File: src/rtl/demux_2_for_4_bits_buffered_pkg.sv
// demux_pkg: shared defaults and channel-select type for the buffered
// 2-way 4-bit demultiplexer and its per-channel FIFOs.
package demux_pkg;

  // Default data width, FIFO depth and transfer-counter width.
  localparam int DEF_WIDTH = 4;
  localparam int DEF_DEPTH = 2;
  localparam int DEF_CNT_W = 8;

  // Output channel selector.
  typedef enum logic {
    CH0 = 1'b0,
    CH1 = 1'b1
  } chan_sel_t;

endpackage : demux_pkg

File: src/rtl/demux_2_for_4_bits_buffered_fifo.sv
// fifo_2_for_4_bits: synchronous FIFO with registered storage, wrapping
// pointers and an occupancy count. The head output reads 0 when empty so
// downstream never sees stale data. Push while full and pop while empty
// are ignored.
module fifo_2_for_4_bits
  import demux_pkg::*;
#(
  parameter int WIDTH = DEF_WIDTH,
  parameter int DEPTH = DEF_DEPTH
) (
  input  logic                       clk,
  input  logic                       reset,
  input  logic                       i_push,
  input  logic [WIDTH-1:0]           i_push_data,
  input  logic                       i_pop,
  output logic                       o_full,
  output logic                       o_empty,
  output logic [WIDTH-1:0]           o_head,
  output logic [$clog2(DEPTH):0]     o_count
);

  localparam int AW = $clog2(DEPTH);
  localparam int CW = AW + 1;

  logic [WIDTH-1:0] r_mem [DEPTH];
  logic [AW-1:0]    r_wr_ptr;
  logic [AW-1:0]    r_rd_ptr;
  logic [CW-1:0]    r_count;

  logic             w_do_push;
  logic             w_do_pop;

  // Advance a pointer, wrapping from the last entry back to entry 0.
  function automatic logic [AW-1:0] ptr_next(input logic [AW-1:0] p);
    if (p == AW'(DEPTH - 1)) begin
      return {AW{1'b0}};
    end else begin
      return p + AW'(1);
    end
  endfunction

  assign o_full    = (r_count == CW'(DEPTH));
  assign o_empty   = (r_count == {CW{1'b0}});
  assign w_do_push = i_push && !o_full;
  assign w_do_pop  = i_pop && !o_empty;
  assign o_head    = o_empty ? {WIDTH{1'b0}} : r_mem[r_rd_ptr];
  assign o_count   = r_count;

  // Storage, pointers and occupancy; reset discards every buffered entry.
  always_ff @(posedge clk) begin
    if (reset) begin
      r_wr_ptr <= {AW{1'b0}};
      r_rd_ptr <= {AW{1'b0}};
      r_count  <= {CW{1'b0}};
      for (int i = 0; i < DEPTH; i++) begin
        r_mem[i] <= {WIDTH{1'b0}};
      end
    end else begin
      if (w_do_push) begin
        r_mem[r_wr_ptr] <= i_push_data;
        r_wr_ptr        <= ptr_next(r_wr_ptr);
      end
      if (w_do_pop) begin
        r_rd_ptr <= ptr_next(r_rd_ptr);
      end
      case ({w_do_push, w_do_pop})
        2'b10:   r_count <= r_count + CW'(1);
        2'b01:   r_count <= r_count - CW'(1);
        default: r_count <= r_count;
      endcase
    end
  end

endmodule : fifo_2_for_4_bits

File: src/rtl/demux_2_for_4_bits_buffered.sv
// demux_2_for_4_bits_buffered: routes one valid/ready input stream to one
// of two independently buffered output channels chosen by in_select.
// Optional feature macro: DEMUX_2_FOR_4_BITS_STATS_EN adds saturating
// per-channel pop counters (out0_count / out1_count).
module demux_2_for_4_bits_buffered
  import demux_pkg::*;
#(
  parameter int WIDTH = DEF_WIDTH,
  parameter int DEPTH = DEF_DEPTH
`ifdef DEMUX_2_FOR_4_BITS_STATS_EN
  ,
  parameter int CNT_W = DEF_CNT_W
`endif
) (
  input  logic             clk,
  input  logic             reset,
  input  logic [WIDTH-1:0] in_data,
  input  logic             in_select,
  input  logic             in_valid,
  output logic             in_ready,
  output logic [WIDTH-1:0] out0_data,
  output logic             out0_valid,
  input  logic             out0_ready,
  output logic [WIDTH-1:0] out1_data,
  output logic             out1_valid,
`ifdef DEMUX_2_FOR_4_BITS_STATS_EN
  output logic [CNT_W-1:0] out0_count,
  output logic [CNT_W-1:0] out1_count,
`endif
  input  logic             out1_ready
);

  localparam int CW = $clog2(DEPTH) + 1;

  chan_sel_t       w_sel;
  logic            w_full0;
  logic            w_full1;
  logic            w_empty0;
  logic            w_empty1;
  logic            w_accept;
  logic            w_push0;
  logic            w_push1;
  logic            w_pop0;
  logic            w_pop1;
  logic [CW-1:0]   w_count0;
  logic [CW-1:0]   w_count1;
  logic            w_unused;

  assign w_sel = chan_sel_t'(in_select);

  // Ready reflects only the selected channel's registered fullness.
  always_comb begin
    in_ready = 1'b0;
    case (w_sel)
      CH0:     in_ready = !w_full0;
      CH1:     in_ready = !w_full1;
      default: in_ready = 1'b0;
    endcase
  end

  assign w_accept   = in_valid && in_ready;
  assign w_push0    = w_accept && (w_sel == CH0);
  assign w_push1    = w_accept && (w_sel == CH1);
  assign out0_valid = !w_empty0;
  assign out1_valid = !w_empty1;
  assign w_pop0     = out0_valid && out0_ready;
  assign w_pop1     = out1_valid && out1_ready;

  // Occupancy is not needed here; kept on the FIFO for observability.
  assign w_unused = ^{w_count0, w_count1};

  fifo_2_for_4_bits #(
    .WIDTH (WIDTH),
    .DEPTH (DEPTH)
  ) u_fifo0 (
    .clk         (clk),
    .reset       (reset),
    .i_push      (w_push0),
    .i_push_data (in_data),
    .i_pop       (w_pop0),
    .o_full      (w_full0),
    .o_empty     (w_empty0),
    .o_head      (out0_data),
    .o_count     (w_count0)
  );

  fifo_2_for_4_bits #(
    .WIDTH (WIDTH),
    .DEPTH (DEPTH)
  ) u_fifo1 (
    .clk         (clk),
    .reset       (reset),
    .i_push      (w_push1),
    .i_push_data (in_data),
    .i_pop       (w_pop1),
    .o_full      (w_full1),
    .o_empty     (w_empty1),
    .o_head      (out1_data),
    .o_count     (w_count1)
  );

`ifdef DEMUX_2_FOR_4_BITS_STATS_EN
  logic [CNT_W-1:0] r_cnt0;
  logic [CNT_W-1:0] r_cnt1;

  // Per-channel pop counters that stick at their maximum value.
  always_ff @(posedge clk) begin
    if (reset) begin
      r_cnt0 <= {CNT_W{1'b0}};
      r_cnt1 <= {CNT_W{1'b0}};
    end else begin
      if (w_pop0 && (r_cnt0 != {CNT_W{1'b1}})) begin
        r_cnt0 <= r_cnt0 + CNT_W'(1);
      end
      if (w_pop1 && (r_cnt1 != {CNT_W{1'b1}})) begin
        r_cnt1 <= r_cnt1 + CNT_W'(1);
      end
    end
  end

  assign out0_count = r_cnt0;
  assign out1_count = r_cnt1;
`endif

endmodule : demux_2_for_4_bits_buffered

File: config.mk
export PLATFORM = sky130hd
export DESIGN_NAME = demux_2_for_4_bits_buffered
export DESIGN_NICKNAME = d
export VERILOG_FILES = /design/src/rtl/demux_2_for_4_bits_buffered_pkg.sv /design/src/rtl/demux_2_for_4_bits_buffered_fifo.sv /design/src/rtl/demux_2_for_4_bits_buffered.sv
export SDC_FILE = /design/constraint.sdc
export NUM_CORES = 1
export LEC_CHECK = 0
export BUFFER_PORTS_ARGS = -buffer_cell sky130_fd_sc_hd__clkbuf_2
export CAP_MARGIN = 20
export CORE_MARGIN = 2
export CORE_UTILIZATION = 40
export DETAILED_ROUTE_END_ITERATION = 8
export HOLD_SLACK_MARGIN = 0.1
export PLACE_DENSITY = 0.7
export SLEW_MARGIN = 15
export SYNTH_ARGS = -nofsm -noshare
export SYNTH_HDL_FRONTEND = slang
export SYNTH_HIERARCHICAL = 1
export SYNTH_SLANG_ARGS = --single-unit
File: constraint.sdc
create_clock -name clk -period 2.9 [get_ports clk]
set_clock_uncertainty 0.15 [all_clocks]
set_input_delay 0.435 -clock clk [delete_from_list [all_inputs] [get_ports clk]]
set_output_delay 0.435 -clock clk [all_outputs]
set_load 0.01 [all_outputs]
==> results_dict.tcl, run 1 <==
set metrics [dict create \
    status "finished, final reports clean" \
    drive_gt1_frac 0.189 \
    synth_commonest_cells "nor2_1, edfxtp_1, nand2b_1" \
    synth.distinct_cells 21 \
    synth.most_common_cell "nor2_1" \
    syn_to_final_growth_pct 11.5 \
    postCtsSetupBuffers 0 \
    avgSynthCellArea_um2 9.90 \
    hpwl_mm 1.61 \
    crit_path_end_kind "flip-flop" \
    synth_nets 137 \
    fin_setup_tns_ns 0 \
    place_area_mm2 0.00135 \
    max-vdd-ir-drop_mv 0.311 \
    grt_pass1_wl_mm 3.22 \
    rsz0062_at_grt "no" \
    ys_seq_area_frac 0.550 \
    clock.fmax_ghz 0.457 \
    num_vias 894 \
    syn_area_mm2 0.00124 \
    drt-pass1-iter-count 4 \
    cp.required_ns 3.00 \
    startpoint_type "flip-flop" \
    setup_slack_ns 0.714 \
    power_density_mw_per_mm2 505 \
    grt_max_degree 23 \
    h-tree-depth 1 \
    drv_slew 0 \
    wl_per_cell_um 11.3 \
    final_cell_area_mm2 0.00138 \
    worstSkewPairLatency_ns 0.31 \
    yosysWarnings 6 \
    path_max_fanout 5 \
    grt-ovfl-total 0 \
    hold_viol_final 0 \
    track_usage 0.124 \
    num_io_pins 21 \
    via_per_inst 5.08 \
    ctsHoldBuffers 0 \
    async_flop_share 0 \
    ys.flop_type "edfxtp_1" \
    fp-row-count 20 \
    period_share 0.754 \
    syn_inst 125 \
    ctsResizeCount 0 \
    multiInputGateArea_um2 502 \
    regArea_um2 681 \
    yosysTopAreaCell "edfxtp_1" \
    antenna_left 0 \
    gp_congestion 0.714 \
    grt_antenna_before_repair 0 \
    finalCriticalPeriod_ns 2.19 \
    hold_path.class "input port to flip-flop" \
    antenna_cells 0 \
    synth-edff-count 16 \
    first_iter_violations 33 \
    initial_core_util 0.412 \
    cpPeakStageDelay_ns 0.43 \
    tightest_slew_ns 0.427 \
    cp_slowest_cell "dfxtp_1" \
    totalWireLength_mm 1.99 \
    cts_made_buffers 3 \
    pre_cts_slack_ns 0.774 \
    crit_arrival_ns 2.29 \
    path_clk_slew_ns 0.12 \
    port_buffers 20 \
    cts.sinks 26 \
    cts_root_buffer "clkbuf_4" \
    setup_violations 0 \
    first_global_vias 771 \
    nets 156 \
    fillCellCount 288 \
    p_leak_nw 0.568 \
    synth.top_cells.by_area "edfxtp_1, dfxtp_1, nor2_1" \
    relSlewSlack 0.714 \
    die-area_mm2 0.00355 \
    yosys_register_bits 26 \
    path_cells "nand2b_2 > inv_2 > nor3b_1 > nand2_1 > ha_1 > or3_1 > a21oi_1" \
    clock_path_buffers 2 \
    drcViolationCount 0 \
    core_area_mm2 0.00300 \
    timing.max_cap.violations 0 \
    yosysTopAreaCellShare 0.388 \
    critPathKind "flip-flop to flip-flop" \
    fp.dieW_um 59.6 \
    die_h_um 59.6 \
    cts_tree "built" \
]
per-stage QoR:
stage               hold WS, ns  cells  power, mW   util
finish                    0.320    176      0.697  0.460
global route              0.331    176      0.737  0.460
CTS                       0.310    176      0.707  0.460
detailed placement        0.343    172      0.561  0.451
global placement          0.325    172      0.554  0.451
floorplan                 0.313    125      0.523      -
state kept, by name (all words and copies together), names as in the netlist, named ones only:
signal and cells:
u_fifo0/o_count 2, u_fifo0/r_mem 8, u_fifo0/r_rd_ptr 1, u_fifo0/r_wr_ptr 1, u_fifo1/o_count 2, u_fifo1/r_mem 8, u_fifo1/r_rd_ptr 1, u_fifo1/r_wr_ptr 1
area by class of cell:
class | instances | share of cell area
sequential | 26 | 0.493
multi-input combinational | 85 | 0.364
timing repair buffer | 20 | 0.0725
tap | 33 | 0.0299
inverter | 8 | 0.0218
clock buffer | 3 | 0.0163
clock inverter | 1 | 0.00272
placed cells by master (no fill, tap or decap), types with 3 or more instances in the layout:
master    netlist  layout
nor2_1         32      32
clkbuf_2        0      20
edfxtp_1       16      16
nand2b_1       12      12
dfxtp_1        10      10
mux2i_1         9       9
inv_1           6       6
o21ai_0         6       6
or3_1           4       4
a21oi_1         4       4
xor2_1          4       4
clkbuf_4        0       3
worst max-delay path: cells and delay by family (launching register included):
family | cells | cell delay (ns)
adders and majority gates | 1 | 0.35
DFF | 1 | 0.43
buffers and inverters | 1 | 0.05
AOI/OAI and AO/OA | 1 | 0.13
and+or+nand+nor | 4 | 1.02
where the power goes:
group          internal, mW  switching [mW]  total, mW  leakage [nW]
clock network        0.0503          0.0950      0.145        0.0154
logic                0.0494          0.0686      0.118         0.303
registers             0.418          0.0161      0.434         0.249
cell families (layout without fill, tap and decap cells):
family                   count (synthesis)  in the layout  synth area share
multiplexers                             9              9            0.0728
adder cells (fa/ha/maj)                  2              2            0.0202
buffers and inverters                   14             32            0.0445
AND/OR/NAND/NOR                         58             58             0.230
flip-flops                              26             26             0.550
XOR/XNOR                                 6              6            0.0425
AO/OA/AOI/OAI                           10             10            0.0404
routing by layer:
| layer | global-route usage | vias to the layer above | wire length, µm |
|---|---|---|---|
| met3 | 0.0218 | 2 | 81 |
| met1 | 0.148 | 422 | 826 |
| met5 | 0 | - | 0 |
| li1 | - | 447 | - |
| met2 | 0.212 | 23 | 1060 |
| met4 | 0.0667 | 0 | 20 |
final timing paths:
check,start,to,slack [ns],cells past startpoint
setup reg to reg,u_fifo0/o_count[0],u_fifo0/o_count[1],0.71,7
setup / recovery,u_fifo0/o_count[0],u_fifo0/o_count[1],0.71,7
hold reg to reg,u_fifo1/r_wr_ptr,u_fifo1/r_wr_ptr,0.36,2
hold / removal,in_data[1],u_fifo1/r_mem[1][1],0.32,3
Power figures use the tool's default switching activity.
==> run 2, diff against run 1 <==
Settings changed: ABC_AREA set to 1, PLACE_DENSITY 0.7 to 0.72.
Clock period 2.9 ns to 1.9 ns, I/O delays scaled along.
==> results_dict.tcl, run 2 <==
set metrics [dict create \
    yosys_register_bits 26 \
    cts.sinks 26 \
    num_vias 1010 \
    grt_pass1_wl_mm 3.68 \
    drt-pass1-iter-count 4 \
    period_share 0.918 \
    largest_registers "u_fifo0/r_mem: 8 flops, u_fifo1/r_mem: 8 flops" \
    initial_core_util 0.414 \
    status "finished, final reports clean" \
    grt_max_degree 15 \
    fp-row-count 21 \
    path_cells "nor2_4 > inv_1 > nand2_1 > nor2_1 > o21ai_2 > ha_1 > inv_1 > nand2_1 > nor2_1 > nor2_1 > nor2_1" \
    async_flop_share 0 \
    hold_path.class "input port to flip-flop" \
    finalCriticalPeriod_ns 1.74 \
    p_leak_nw 0.733 \
    clock.fmax_ghz 0.574 \
    nets 199 \
    cp_slowest_cell "dfxtp_2" \
    antenna_left 0 \
    fillCellCount 331 \
    drv_slew 0 \
    crit_path_end_kind "flip-flop" \
    tightest_slew_ns 0.330 \
    syn_inst 163 \
    die_h_um 62.5 \
    ys_seq_area_frac 0.497 \
    path_buf_inv 2 \
    crit_top_cell "nor2_1" \
    relSlewSlack 0.780 \
    ys.flop_type "edfxtp_1" \
    via_per_inst 4.35 \
    timing.max_cap.violations 0 \
    grt-ovfl-total 0 \
    totalWireLength_mm 2.11 \
    first_iter_violations 37 \
    track_usage 0.116 \
    avgSynthCellArea_um2 8.41 \
    cts_root_buffer "clkbuf_4" \
    drcViolationCount 0 \
    path_clk_slew_ns 0.13 \
    drive_gt1_frac 0.263 \
    h-tree-depth 1 \
    dpl.cell_count 228 \
    fin_setup_tns_ns 0 \
    syn_area_mm2 0.00137 \
    synth_nets 175 \
    syn_to_final_growth_pct 12.6 \
    core_area_mm2 0.00331 \
    num_io_pins 21 \
    cp.required_ns 2.01 \
    multiInputGateArea_um2 547 \
    finalPower_mw 1.07 \
    die-area_mm2 0.00391 \
    postCtsSetupBuffers 0 \
    cpPeakStageDelay_ns 0.47 \
    reg2reg_slack_ns 0.16 \
    max-vdd-ir-drop_mv 0.316 \
    synth.distinct_cells 19 \
    yosysTopAreaCellShare 0.351 \
    critPathKind "flip-flop to flip-flop" \
    wl_per_cell_um 9.08 \
    gp_congestion 0.806 \
    yosysWarnings 6 \
    worstSkewPairLatency_ns 0.31 \
    synth_commonest_cells "nor2_1, nand2_1, inv_1" \
    crit_arrival_ns 1.85 \
    synth.top_cells.by_area "edfxtp_1, dfxtp_1, nor2_1" \
    clock_path_buffers 2 \
    yosysTopAreaCell "edfxtp_1" \
    power_density_mw_per_mm2 691 \
    cp_top_family "simple AND/OR/NAND/NOR gates" \
    fp.dieW_um 62.5 \
    final_cell_mix "nor2_1, nand2_1, inv_1, clkbuf_2, edfxtp_1" \
    hold_viol_final 0 \
    setup_violations 0 \
    final_common_cell "nor2_1" \
    regArea_um2 684 \
    startpoint_type "flip-flop" \
    rsz0062_at_grt "no" \
    grt_antenna_before_repair 0 \
    synth-edff-count 16 \
    path_max_fanout 8 \
    hpwl_mm 1.70 \
    synth.most_common_cell "nor2_1" \
    cts_made_buffers 3 \
    fin_cells 232 \
    antenna_cells 0 \
    cts_tree "built" \
    first_global_vias 917 \
    port_buffers 20 \
]
run 2: cell count changes after synthesis, moves of 3 or more:
cell | before | now
or3_1 | 4 | 0
nand2_1 | 2 | 32
nand2b_1 | 12 | 0
clkbuf_1 | 4 | 0
xor2_1 | 4 | 0
inv_1 | 6 | 29
nor2_2 | 0 | 3
mux2i_1 | 9 | 0
nor2_4 | 0 | 6
a21oi_1 | 4 | 10
nand2_2 | 0 | 5
o21ai_0 | 6 | 2
run 2: logic make-up (layout without fill, tap and decap cells):
logic type | Yosys count | after routing | synth area share
adder cells (fa/ha/maj) | 2 | 2 | 0.0183
buffers and inverters | 34 | 57 | 0.104
AO/OA/AOI/OAI | 14 | 14 | 0.0566
flip-flops | 26 | 26 | 0.497
AND/OR/NAND/NOR | 87 | 87 | 0.324
run 2: metrics by stage:
stage          instance area [µm²]  worst slack [ns]  utilization  hold slack [ns]
2_1_floorplan                 1370             0.272            -            0.323
3_3_place_gp                  1510            0.0892        0.457            0.341
3_5_place_dp                  1510            0.0382        0.457            0.345
4_1_cts                       1540            0.0145        0.465            0.161
5_1_grt                       1540            0.0175        0.466            0.161
6_report                      1540             0.157        0.466            0.174
run 2: final cells by class:
| type | instances | share of cell area |
|---|---|---|
| Sequential cell | 26 | 0.444 |
| Multi-Input combinational cell | 103 | 0.354 |
| Inverter | 32 | 0.0779 |
| Timing Repair Buffer | 21 | 0.0697 |
| Tap cell | 46 | 0.0373 |
| Clock buffer | 3 | 0.0146 |
| Clock inverter | 1 | 0.00243 |
run 2: tightest hold or removal path, stage by stage:
cell and delay (ns):
clkbuf_2 0.10, inv_1 0.05, nor2_1 0.09
run 2: repair_timing:
action / CTS / global route
gates resized for setup: 0 / 3
endpoints found under the setup margin: 0 / 11
hold buffers: 0 / 0
run 2: path summary, 6_finish.rpt:
kind	startpoint	to	cells past startpoint
max	u_fifo1/o_count[0]	u_fifo1/o_count[1]	11
max reg2reg	u_fifo1/o_count[0]	u_fifo1/o_count[1]	11
min reg2reg	u_fifo0/r_wr_ptr	u_fifo0/r_wr_ptr	2
min	in_data[3]	u_fifo1/r_mem[0][3]	3
run 2: layer usage:
| layer | vias to the layer above | GRT usage | wire length, µm |
|---|---|---|---|
| li1 | 548 | - | - |
| met1 | 443 | 0.153 | 1060 |
| met2 | 17 | 0.191 | 963 |
| met3 | 2 | 0.0216 | 61 |
| met4 | 0 | 0.0417 | 20 |
| met5 | - | 0 | 0 |
run 2: power breakdown:
part	leakage (nW)	switching (mW)	internal [mW]
logic	0.469	0.113	0.0702
clock network	0.0154	0.146	0.0766
registers	0.249	0.0271	0.633
